## config.mk

```make
export PLATFORM = sky130hd
export DESIGN_NAME = tone_gen
export DESIGN_NICKNAME = d
export VERILOG_FILES = /design/src/rtl/tone_gen.sv
export SDC_FILE = /design/constraint.sdc
export NUM_CORES = 1
export LEC_CHECK = 0
export BUFFER_PORTS_ARGS = -buffer_cell sky130_fd_sc_hd__clkbuf_2
export CAP_MARGIN = 10
export CORE_MARGIN = 2
export CORE_UTILIZATION = 55
export CTS_BUF_LIST = sky130_fd_sc_hd__clkbuf_16
export DETAILED_ROUTE_END_ITERATION = 10
export GPL_TIMING_DRIVEN = 1
export PLACE_DENSITY = 0.73
export SYNTH_ARGS = -nofsm -noshare
export SYNTH_HDL_FRONTEND = slang
export SYNTH_SLANG_ARGS = --single-unit
```

## constraint.sdc

```tcl
create_clock -name in_clk -period 5.1 [get_ports in_clk]
set_input_delay 0.765 -clock in_clk [delete_from_list [all_inputs] [get_ports in_clk]]
set_output_delay 0.765 -clock in_clk [all_outputs]
set_load 0.02 [all_outputs]
```

## src/rtl/tone_gen.sv

```systemverilog
// Beat-synchronised square-wave tone generator for the buzzer, clocked on in_clk.
// Optional build macro NOTE_GAP_EN inserts a silent gap at the start of every note.
module tone_gen #(
  parameter int CLK_HZ     = 50_000_000,
  parameter int CNT_W      = 18,
  parameter int LATCH_DLY  = 4,
  parameter int GAP_CYCLES = 2_500_000
) (
  input  logic       in_clk,
  input  logic       rst,
  input  logic       beat_clk,
  input  logic [4:0] note,
  output logic       beep,
  output logic       note_active,
  output logic [4:0] cur_note
);

  localparam int DLY_W = (LATCH_DLY > 0) ? $clog2(LATCH_DLY + 1) : 1;
`ifdef NOTE_GAP_EN
  localparam int GAP_W = (GAP_CYCLES > 1) ? $clog2(GAP_CYCLES + 1) : 1;
`endif

  typedef enum logic [1:0] {
    ST_IDLE = 2'd0,
    ST_REST = 2'd1,
    ST_TONE = 2'd2,
    ST_GAP  = 2'd3
  } state_e;

  // Half-period divisor per note code; rest codes map to zero.
  function automatic logic [CNT_W-1:0] half_of(input logic [4:0] code);
    case (code)
      5'd1:    half_of = CNT_W'(CLK_HZ / (2 * 262));
      5'd2:    half_of = CNT_W'(CLK_HZ / (2 * 294));
      5'd3:    half_of = CNT_W'(CLK_HZ / (2 * 330));
      5'd4:    half_of = CNT_W'(CLK_HZ / (2 * 349));
      5'd5:    half_of = CNT_W'(CLK_HZ / (2 * 392));
      5'd6:    half_of = CNT_W'(CLK_HZ / (2 * 440));
      5'd7:    half_of = CNT_W'(CLK_HZ / (2 * 494));
      5'd8:    half_of = CNT_W'(CLK_HZ / (2 * 523));
      5'd9:    half_of = CNT_W'(CLK_HZ / (2 * 587));
      5'd10:   half_of = CNT_W'(CLK_HZ / (2 * 659));
      5'd11:   half_of = CNT_W'(CLK_HZ / (2 * 698));
      5'd12:   half_of = CNT_W'(CLK_HZ / (2 * 784));
      5'd13:   half_of = CNT_W'(CLK_HZ / (2 * 880));
      5'd14:   half_of = CNT_W'(CLK_HZ / (2 * 988));
      5'd15:   half_of = CNT_W'(CLK_HZ / (2 * 1046));
      5'd16:   half_of = CNT_W'(CLK_HZ / (2 * 1175));
      5'd17:   half_of = CNT_W'(CLK_HZ / (2 * 1318));
      5'd18:   half_of = CNT_W'(CLK_HZ / (2 * 1397));
      5'd19:   half_of = CNT_W'(CLK_HZ / (2 * 1568));
      5'd20:   half_of = CNT_W'(CLK_HZ / (2 * 1760));
      5'd21:   half_of = CNT_W'(CLK_HZ / (2 * 1976));
      default: half_of = {CNT_W{1'b0}};
    endcase
  endfunction

  function automatic logic is_pitched(input logic [4:0] code);
    is_pitched = (code >= 5'd1) && (code <= 5'd21);
  endfunction

  logic             sync1_q, sync2_q, edge_q;
  logic             beat_tick_s;
  logic [DLY_W-1:0] dly_q, dly_d;
  logic             latch_s;
  logic [4:0]       cur_note_q, cur_note_d;
  state_e           state_q, state_d;
  logic [CNT_W-1:0] cnt_q, cnt_d;
  logic [CNT_W-1:0] half_s;
  logic             beep_q, beep_d;
  logic             note_active_q, note_active_d;
`ifdef NOTE_GAP_EN
  logic [GAP_W-1:0] gap_q, gap_d;
`endif

  // beat_clk is asynchronous: two-flop synchronizer plus one flop for edge detection.
  always_ff @(posedge in_clk or negedge rst) begin
    if (!rst) begin
      sync1_q <= 1'b0;
      sync2_q <= 1'b0;
      edge_q  <= 1'b0;
    end else begin
      sync1_q <= beat_clk;
      sync2_q <= sync1_q;
      edge_q  <= sync2_q;
    end
  end

  assign beat_tick_s = sync2_q & ~edge_q;
  assign half_s      = half_of(cur_note_q);

  // Latch delay: a tick (re)arms the counter, the note is captured as it expires.
  always_comb begin
    dly_d      = dly_q;
    latch_s    = 1'b0;
    cur_note_d = cur_note_q;
    if (beat_tick_s) begin
      dly_d = DLY_W'(LATCH_DLY);
    end else if (dly_q != {DLY_W{1'b0}}) begin
      dly_d = dly_q - DLY_W'(1);
      if (dly_q == DLY_W'(1)) begin
        latch_s    = 1'b1;
        cur_note_d = note;
      end else begin
        cur_note_d = cur_note_q;
      end
    end else begin
      dly_d = dly_q;
    end
  end

  // State, phase counter and registered outputs.
  always_ff @(posedge in_clk or negedge rst) begin
    if (!rst) begin
      dly_q         <= {DLY_W{1'b0}};
      cur_note_q    <= 5'd0;
      state_q       <= ST_IDLE;
      cnt_q         <= {CNT_W{1'b0}};
      beep_q        <= 1'b0;
      note_active_q <= 1'b0;
`ifdef NOTE_GAP_EN
      gap_q         <= {GAP_W{1'b0}};
`endif
    end else begin
      dly_q         <= dly_d;
      cur_note_q    <= cur_note_d;
      state_q       <= state_d;
      cnt_q         <= cnt_d;
      beep_q        <= beep_d;
      note_active_q <= note_active_d;
`ifdef NOTE_GAP_EN
      gap_q         <= gap_d;
`endif
    end
  end

  // Next-state logic; a latch always wins and restarts the phase from zero.
  always_comb begin
    state_d = state_q;
    cnt_d   = cnt_q;
    beep_d  = beep_q;
`ifdef NOTE_GAP_EN
    gap_d   = gap_q;
`endif
    if (latch_s) begin
      cnt_d  = {CNT_W{1'b0}};
      beep_d = 1'b0;
`ifdef NOTE_GAP_EN
      state_d = ST_GAP;
      gap_d   = GAP_W'(GAP_CYCLES - 1);
`else
      state_d = is_pitched(note) ? ST_TONE : ST_REST;
`endif
    end else begin
      case (state_q)
        ST_IDLE, ST_REST: begin
          cnt_d  = {CNT_W{1'b0}};
          beep_d = 1'b0;
        end
        ST_TONE: begin
          if (cnt_q == half_s - CNT_W'(1)) begin
            beep_d = ~beep_q;
            cnt_d  = {CNT_W{1'b0}};
          end else begin
            cnt_d = cnt_q + CNT_W'(1);
          end
        end
`ifdef NOTE_GAP_EN
        ST_GAP: begin
          cnt_d  = {CNT_W{1'b0}};
          beep_d = 1'b0;
          if (gap_q == {GAP_W{1'b0}}) begin
            state_d = is_pitched(cur_note_q) ? ST_TONE : ST_REST;
          end else begin
            gap_d = gap_q - GAP_W'(1);
          end
        end
`endif
        default: begin
          state_d = ST_IDLE;
          cnt_d   = {CNT_W{1'b0}};
          beep_d  = 1'b0;
        end
      endcase
    end
`ifdef NOTE_GAP_EN
    note_active_d = (state_d == ST_TONE) || (state_d == ST_GAP);
`else
    note_active_d = (state_d == ST_TONE);
`endif
  end

  assign beep        = beep_q;
  assign note_active = note_active_q;
  assign cur_note    = cur_note_q;

endmodule

```

-- Word-level counts from Yosys, hierarchy flattened
Memories as Yosys holds them, arrays and structs flattened.
Cells that the tools add are included.
- $add $sub $neg: 3
- order comparisons: 2
- equality and inequality tests: 6
- mux-type cells: 14
- bitwise logic cells: 4
- reductions and logical operators: 6
- operators with widths (operator ; number):
    two-way mux 18 bit ; 3
    adder 18 x 1 -> 18 bit (second input constant) ; 1
    == test 18 bit ; 1
    subtractor 18 x 1 -> 18 bit (second input constant) ; 1
    two-way mux 1 bit ; 6
    two-way mux 2 bit ; 3
    two-way mux 3 bit ; 2
    >= comparator 5 x 1 -> 1 bit (second input constant) ; 1
    <= comparator 5 bit (second input constant) ; 1
    == test 2 bit (second input constant) ; 2
    == test 3 x 1 -> 1 bit (second input constant) ; 1
    != test 3 bit (second input constant) ; 1
    NOT 1 bit ; 3
    AND reduction 3 bit ; 1
    nonzero test 3 bit ; 1
    OR reduction 3 bit ; 1
    subtractor 3 x 1 -> 3 bit (second input constant) ; 1
    == test 2 x 1 -> 1 bit (second input constant) ; 1
    zero test 2 bit ; 1
    nonzero test 2 bit ; 1
    bitwise AND 1 bit ; 1
    logical AND 1 bit ; 1
- flip-flop bits (word level): 33
- bits in read-only memories: 544
- input bits: 8
- output and inout port bits: 7
- word-level logic and storage cells: 45
- memories: 1
- memory list (memory ; depth ; bits a word ; rd ports ; clocked after Yosys merged registers in ; write ports ; line ; RTL):
    (no name shown) ; 32 ; 17 ; 1 ; 0 ; 0 ; 32 ; case (code)

-- Depth between registers and ports, before layout
Gate-level depths: netlist (run 1).
- word-level depth: 6
- mapped depth: 16
- gate-level depth less buffers: 14

-- Least setup slack after synthesis (run 1)
OpenSTA, ideal clock, no wires.
- path kind: flip-flop to flip-flop
- start: reg cur_note_q[0], in the netlist cur_note[0]
- end: reg cnt_q[10]
- library setup time: 0.145 ns
- arrival time: 3.940 ns
- required time: 4.955 ns
- path slack: 1.015 ns
- cell stages (with the launch flop): 17
- buffers on the path: 2
- clock period less this slack: 4.085 ns
- cell sequence: dfrtp_1 -> buf_2 -> inv_1 -> ha_1 -> and2b_1 -> or3_1 -> and2_1 -> nor2_1 -> ha_1 -> nand3_1 -> or3_1 -> a21oi_1 -> a21boi_0 -> or3_1 -> nor4_4 -> buf_6 -> nor3_2
- word-level cells in the longest chain between the ends: 6
- RTL lines (item ; line ; RTL):
    start, declared ; 66 ; logic [4:0] cur_note_q, cur_note_d;
    start signal, assigned ; 126 ; cur_note_q <= cur_note_d;
    memory read (32 x 17 bit) ; n/a ;
    subtractor 18 x 1 -> 18 bit ; 161 ; if (cnt_q == half_s - CNT_W'(1)) begin
    == test 18 bit ; 161 ;
    two-way mux 18 bit ; 161 ;
    two-way mux 18 bit ; 155 ; case (state_q)
    two-way mux 18 bit ; 145 ; if (latch_s) begin
    via cnt_d[10] ; 68 ; logic [CNT_W-1:0] cnt_q, cnt_d;
    end signal, assigned ; 118 ; cnt_q <= {CNT_W{1'b0}};
    end signal, assigned ; 128 ; cnt_q <= cnt_d;
    end, declared ; 68 ;
The timed path passes the listed nets, and every way through them passes these cells.
A chain may end at the register's enable or synchronous reset.

-- Worst setup path after layout (run 1)
- start: reg cur_note_q[1], in the netlist cur_note[1]
- end: reg cnt_q[5]
The elaborated chain is that of the path after synthesis.

==> run metrics, run 1 <==
status finished, final reports clean; HP Class reg2reg; CP Class reg2reg; worst IR drop on VDD 464 uV; Worst path max stage delay 0.60 ns; WP data required 5.22 ns; Layout area overhead 7.63%; largest net degree at the start of global routing 34; RSZ-0062 raised after global routing false; Crit. End Element flop; final instance area 3420 um^2; max cap viols 0; min cycle time layout 4.43 ns; Leakage Power between 1 and 1.5 nW; critical path fanouts, max 17; Die X approximately 80 um; number of routed nets with antenna violations 0; main flop type after synthesis dfrtp_1; nature of the critical path startpoint flop; share of cells above drive strength 1 between 10% and 20%; # rows 27; CTS Buf Count 5; Yosys warnings 0; fmax 226 MHz; most used cell, CP or3_1; Post-synth ARST share 100%; Cells after Synth 358; initial antenna violation count 0; PostCTS Resize Cnt 0; Syn Nets 380; fin. max-slew vios 0; gr ovfl total 0; area of the core 5540 um^2; Vias/cell approximately 6.3; Routed WL roughly 7.2 mm; drt drc 0; Post-synth EDFFs 0; Final period util approximately 87%; # IOs 15; n_diodes 0; DR pass1 iterations 5; CTS root buf clkbuf_16; Mapped Area 3180 um^2; number of synthesized register bits 33; clock tree sinks 33; CTS H-tree depth 2; Placement Cell Area roughly 3300 um^2; TNS Setup 0 ns; Iter 0 DRT Violations 196; post-detail-place hpwl 5.30 mm; Critical Path, Cell by Cell inv_1 > ha_1 > and2b_1 > or3_1 > and2_1 > nor2_1 > ha_1 > nand3_1 > or3_1 > a21oi_1 > a21boi_0 > or3_1 > nor4_4 > buf_4 > nor3_1; clock slew at reported path FFs 0.06 ns; Netlist cell types 68; CP max stage cell dfrtp_1; sequential area share after synthesis approximately a quarter; syn avg cell area 8.88 um^2; CTS tree yes; Max-slew headroom roughly a third; GRT Util Overall 24.5%; Vias 2,748; Synth area leaders dfrtp_1, ha_1, xnor2_1, xor2_1, nand3_1; clk_lat worst skew 0.28 ns; vias in the first global route 2,605; Die Ht 80.0 um; die footprint 6410 um^2; worst endpoint data arrival time around 4.6 ns; CP bufs+invs 2; Max clock buf depth 2; Clock Skew 0.00887 ns; pwr dens 757 nW/um^2; setup bufs post-CTS 0; I/O Buffers 14; WL/cell around 16 um; final setup violation count 0; # nets final 388; Fin. Hold Viols 0; Yosys top cell by area dfrtp_1; top-area cell type share of the netlist area 26.0%; Slew @ Worst Pin 0.968 ns; GP Congestion 0.923; first-pass GRT wire length ~12 mm; Hold Buf Count CTS 0; Initial Util between 50% and 60%; delay-heaviest family, CP simple AND/OR/NAND/NOR gates
-- layer usage --
metal  routed length, um  up-vias  share of wire (%)  global-route usage (%)
met5                   0        -                  0                       0
met4                 321        0                4.4                    12.7
met3                 306       32                4.2                    2.83
met2                3250       79                 45                    38.6
met1                3350     1307                 46                    33.1
li1                    -     1330                  -                       -
-- final cells by class --
type                    count  area, um^2
multi-input cells         296        2200
fillers                   486        2120
flip-flops and latches     33         826
well taps                  72        90.1
inverters                  14        52.6
repair buffers             16        85.1
clock buffers               5         125
clock inverters             3        46.3
-- cell usage after synthesis, drive strengths merged, types with 2 or more instances --
library cell and instances:
dfrtp 33, nor2 28, nor3 22, nand3 20, o21ai 19, xnor2 18, nand2b 15, ha 14
inv 14, nor2b 13, xor2 13, nand2 12, a21oi 11, buf 11, and3 9, mux2i 9
mux2 7, a211oi 5, nand4 5, nor4 5, or3 5, and2b 4, clkbuf 4, nand3b 4
nor3b 4, or2 4, o22a 3, o22ai 3, o31a 3, a2111oi 2, a21o 2, a221oi 2
a22oi 2, a41o 2, and2 2, and4 2, nand4bb 2, nor4bb 2, o211a 2, o221ai 2
o2bb2ai 2, o311ai 2, or4 2, or4b 2
-- cells by family (layout without fill, tap and decap cells) --
group | count (synthesis) | after routing | synth area share, %
adders and majority gates | 14 | 14 | 5.51
DFF | 33 | 33 | 26.0
muxes | 16 | 16 | 5.43
xor gates and xnor gates | 31 | 31 | 8.54
buffers and inverters | 29 | 38 | 4.92
AOI/OAI and AO/OA | 72 | 72 | 17.2
and+or+nand+nor | 163 | 163 | 32.5
-- state kept, by name, summed over array words and instances, names as in the netlist --
register and cells:
sync1_q 1, beep 1, cur_note 5, note_active 1, edge_q 1, dly_q 3, state_q 2, cnt_q 18
sync2_q 1
-- final timing paths --
check                            to  slack (ns)   startpoint  cells after the start
max                        cnt_q[5]        0.67  cur_note[1]                     15
min                         sync2_q        0.36      sync1_q                      0
max reg2reg                cnt_q[5]        0.67  cur_note[1]                     15
min reg2reg                 sync2_q        0.36      sync1_q                      0
max in group asynchronous  cnt_q[9]        4.02          rst                      1
min in group asynchronous  dly_q[1]        0.56          rst                      1
-- per-stage QoR --
| stage | setup slack [ns] | cells | util, % | hold slack, ns | total power [mW] |
|---|---|---|---|---|---|
| 2_1_floorplan | 1.02 | 358 | - | 0.331 | 1.90 |
| 6_report | 0.671 | 439 | 61.8 | 0.357 | 2.59 |
| 5_1_grt | 0.303 | 439 | 61.8 | 0.375 | 2.79 |
| 3_3_place_gp | 0.942 | 431 | 58.7 | 0.342 | 2.20 |
| 3_5_place_dp | 0.746 | 431 | 58.7 | 0.337 | 2.22 |
| 4_1_cts | 0.736 | 439 | 61.8 | 0.357 | 2.58 |
-- layout by cell type, fill, tap and decap left out, types with 4 or more instances in the layout --
| master | instances |
|---|---|
| dfrtp_1 | 33 |
| nor2_1 | 25 |
| nand3_1 | 20 |
| xnor2_1 | 18 |
| nand2b_1 | 15 |
| inv_1 | 14 |
| ha_1 | 14 |
| clkbuf_2 | 14 |
| o21ai_0 | 13 |
| nor2b_1 | 13 |
| xor2_1 | 13 |
| nand2_1 | 12 |
| nor3_1 | 12 |
| a21oi_1 | 11 |
| nor3_2 | 10 |
| mux2i_1 | 9 |
| and3_1 | 9 |
| mux2_2 | 6 |
| o21ai_1 | 6 |
| or3_1 | 5 |
| clkbuf_16 | 5 |
| nand3b_1 | 4 |
| and2b_1 | 4 |
| a211oi_1 | 4 |
| nor3b_1 | 4 |
| nand4_1 | 4 |
-- power breakdown --
part	switching [mW]	internal [mW]	leakage, nW
sequential	0.139	0.309	0.433
clock	0.116	0.231	0.0800
combinational	1.05	0.743	0.920
Power figures use the tool's default switching activity.
==> inputs of run 2 (changes only) <==
RECOVER_POWER = 50   (was default)
TNS_END_PERCENT = 10   (was default)
==> run 2 against run 1 <==
Compared with the run above: the flow now finishes with violations (capacitance limit, slew limit); count of clock-buffer cells in the layout unchanged; cell area about the same; routed wire length about the same; highest routed layer unchanged; core utilization about the same; sequential share of layout area about the same; global-route usage unchanged; non-clock buffer count unchanged; largest power group unchanged; hold slack unchanged; register-to-register slack about the same; die area unchanged; sequential power about the same.
==> run metrics, run 2 (synthesis gave the netlist of run 1 again) <==
total power around 2.6 mW; gr ovfl total 0; WL met2 3.25 mm; CTS Buf Count 5; WP data required around 5.2 ns; Fin. Hold Viols 0; Hold Buf Count CTS 0; Initial Util between 50 and 60%; n_diodes 0; HP Class reg2reg; number of routed nets with antenna violations 0; CTS H-tree depth 2; clock slew at reported path FFs 0.06 ns; # nets final approximately 390; WL/cell 16.5 um; max cap viols 1; Die X about 80 um; GRT Util Overall 24.5%; area of the core 5540 um^2; TNS Setup 0 ns; worst endpoint data arrival time approximately 4.6 ns; Iter 0 DRT Violations just under 200; share of cells above drive strength 1 15.5%; PostCTS Resize Cnt 0; status finished, violations left; die footprint 6410 um^2; Largest register FFs 18; fin. max-slew vios 34; worst IR drop on VDD 464 uV; top sig layer met4; RSZ-0062 raised after global routing false; Final period util between 80% and 90%; CP Class reg2reg; largest reg by FF count cnt_q; min cycle time layout 4.43 ns; first-pass GRT wire length 12.4 mm; most frequent cells in the layout dfrtp_1, nor2_1, nand3_1; final setup violation count 0; Clock Skew 0.00887 ns; largest net degree at the start of global routing 34; Vias/cell between 6 and 7; I/O Buffers 14; fmax 226 MHz; crit path from cur_note[1]; Max clock buf depth 2; Layout area overhead 7.59%; critical path fanouts, max 17; met3 wire len 306 um; Die Ht 80.0 um; Slew @ Worst Pin 1.73 ns; drt drc 0; pwr dens 757 nW/um^2; Routed WL 7.23 mm; Vias between 2,000 and 3,000; Max-slew headroom -15.4%; CTS root buf clkbuf_16; GP Congestion 0.923; clk_lat worst skew about 0.28 ns; failing checks capacitance limit, slew limit; post-detail-place hpwl ~5.3 mm; initial antenna violation count 0; # IOs 15; # rows 27; DR pass1 iterations 5; Metal-1 WL 3.35 mm; Crit. End Element flop; CTS tree yes; RR Startpoint cur_note[1]; min-delay src sync1_q; clock tree sinks 33; Leakage Power around 1.4 nW; nature of the critical path startpoint flop; setup bufs post-CTS 0; vias in the first global route approximately 2,600; most common cell after layout, fill and taps aside dfrtp_1
-- run 2: cell count changes in the layout (fill, tap and decap cells not counted) --
cell / before / now
clkbuf_2: 14 / 13
clkbuf_1: 0 / 1
-- run 2: final timing paths --
path | endpoint | slack (ns) | cells after the start
hold / removal | sync2_q | 0.36 | 0
setup / recovery | cnt_q[5] | 0.67 | 15
min in group asynchronous | dly_q[1] | 0.93 | 1
setup reg to reg | cnt_q[5] | 0.67 | 15
hold reg to reg | sync2_q | 0.36 | 0
max in group asynchronous | cnt_q[9] | 3.15 | 1
-- run 2: worst max-delay path: stages, from the launching register on --
cell,delay [ns]
dfrtp_1,0.60
inv_1,0.25
ha_1,0.44
and2b_1,0.23
or3_1,0.38
and2_1,0.17
nor2_1,0.11
ha_1,0.22
nand3_1,0.20
or3_1,0.41
a21oi_1,0.16
a21boi_0,0.11
or3_1,0.36
nor4_4,0.22
buf_4,0.30
nor3_1,0.08
-- run 2: area by class of cell --
cell class / count / area, um^2
timing repair buffer: 16 / 83.8
clock inverter: 3 / 46.3
multi-input combinational: 296 / 2200
fill: 487 / 2120
inverter: 14 / 52.6
tap: 72 / 90.1
clock buffer: 5 / 125
sequential: 33 / 826
-- run 2: per-stage QoR --
stage	setup slack, ns	std cells	area [um^2]	hold WS [ns]	util [%]
floorplan	1.02	358	3180	0.331	-
global placement	0.942	431	3250	0.342	58.7
detailed placement	0.746	431	3250	0.337	58.7
CTS	0.736	439	3420	0.357	61.8
global route	0.303	439	3420	0.375	61.8
finish	0.671	439	3420	0.357	61.8
-- run 2: layer usage --
layer / track usage, % / up-vias
li1: - / 1330
met1: 33.1 / 1306
met2: 38.6 / 79
met3: 2.83 / 32
met4: 12.7 / 0
met5: 0 / -
-- run 2: power by group --
group	total (mW)	leakage, nW	internal, mW	switching (mW)
Clock	0.347	0.0800	0.231	0.116
Combinational	1.80	0.917	0.743	1.05
Sequential	0.448	0.433	0.309	0.139
Total	2.59	1.43	1.28	1.31
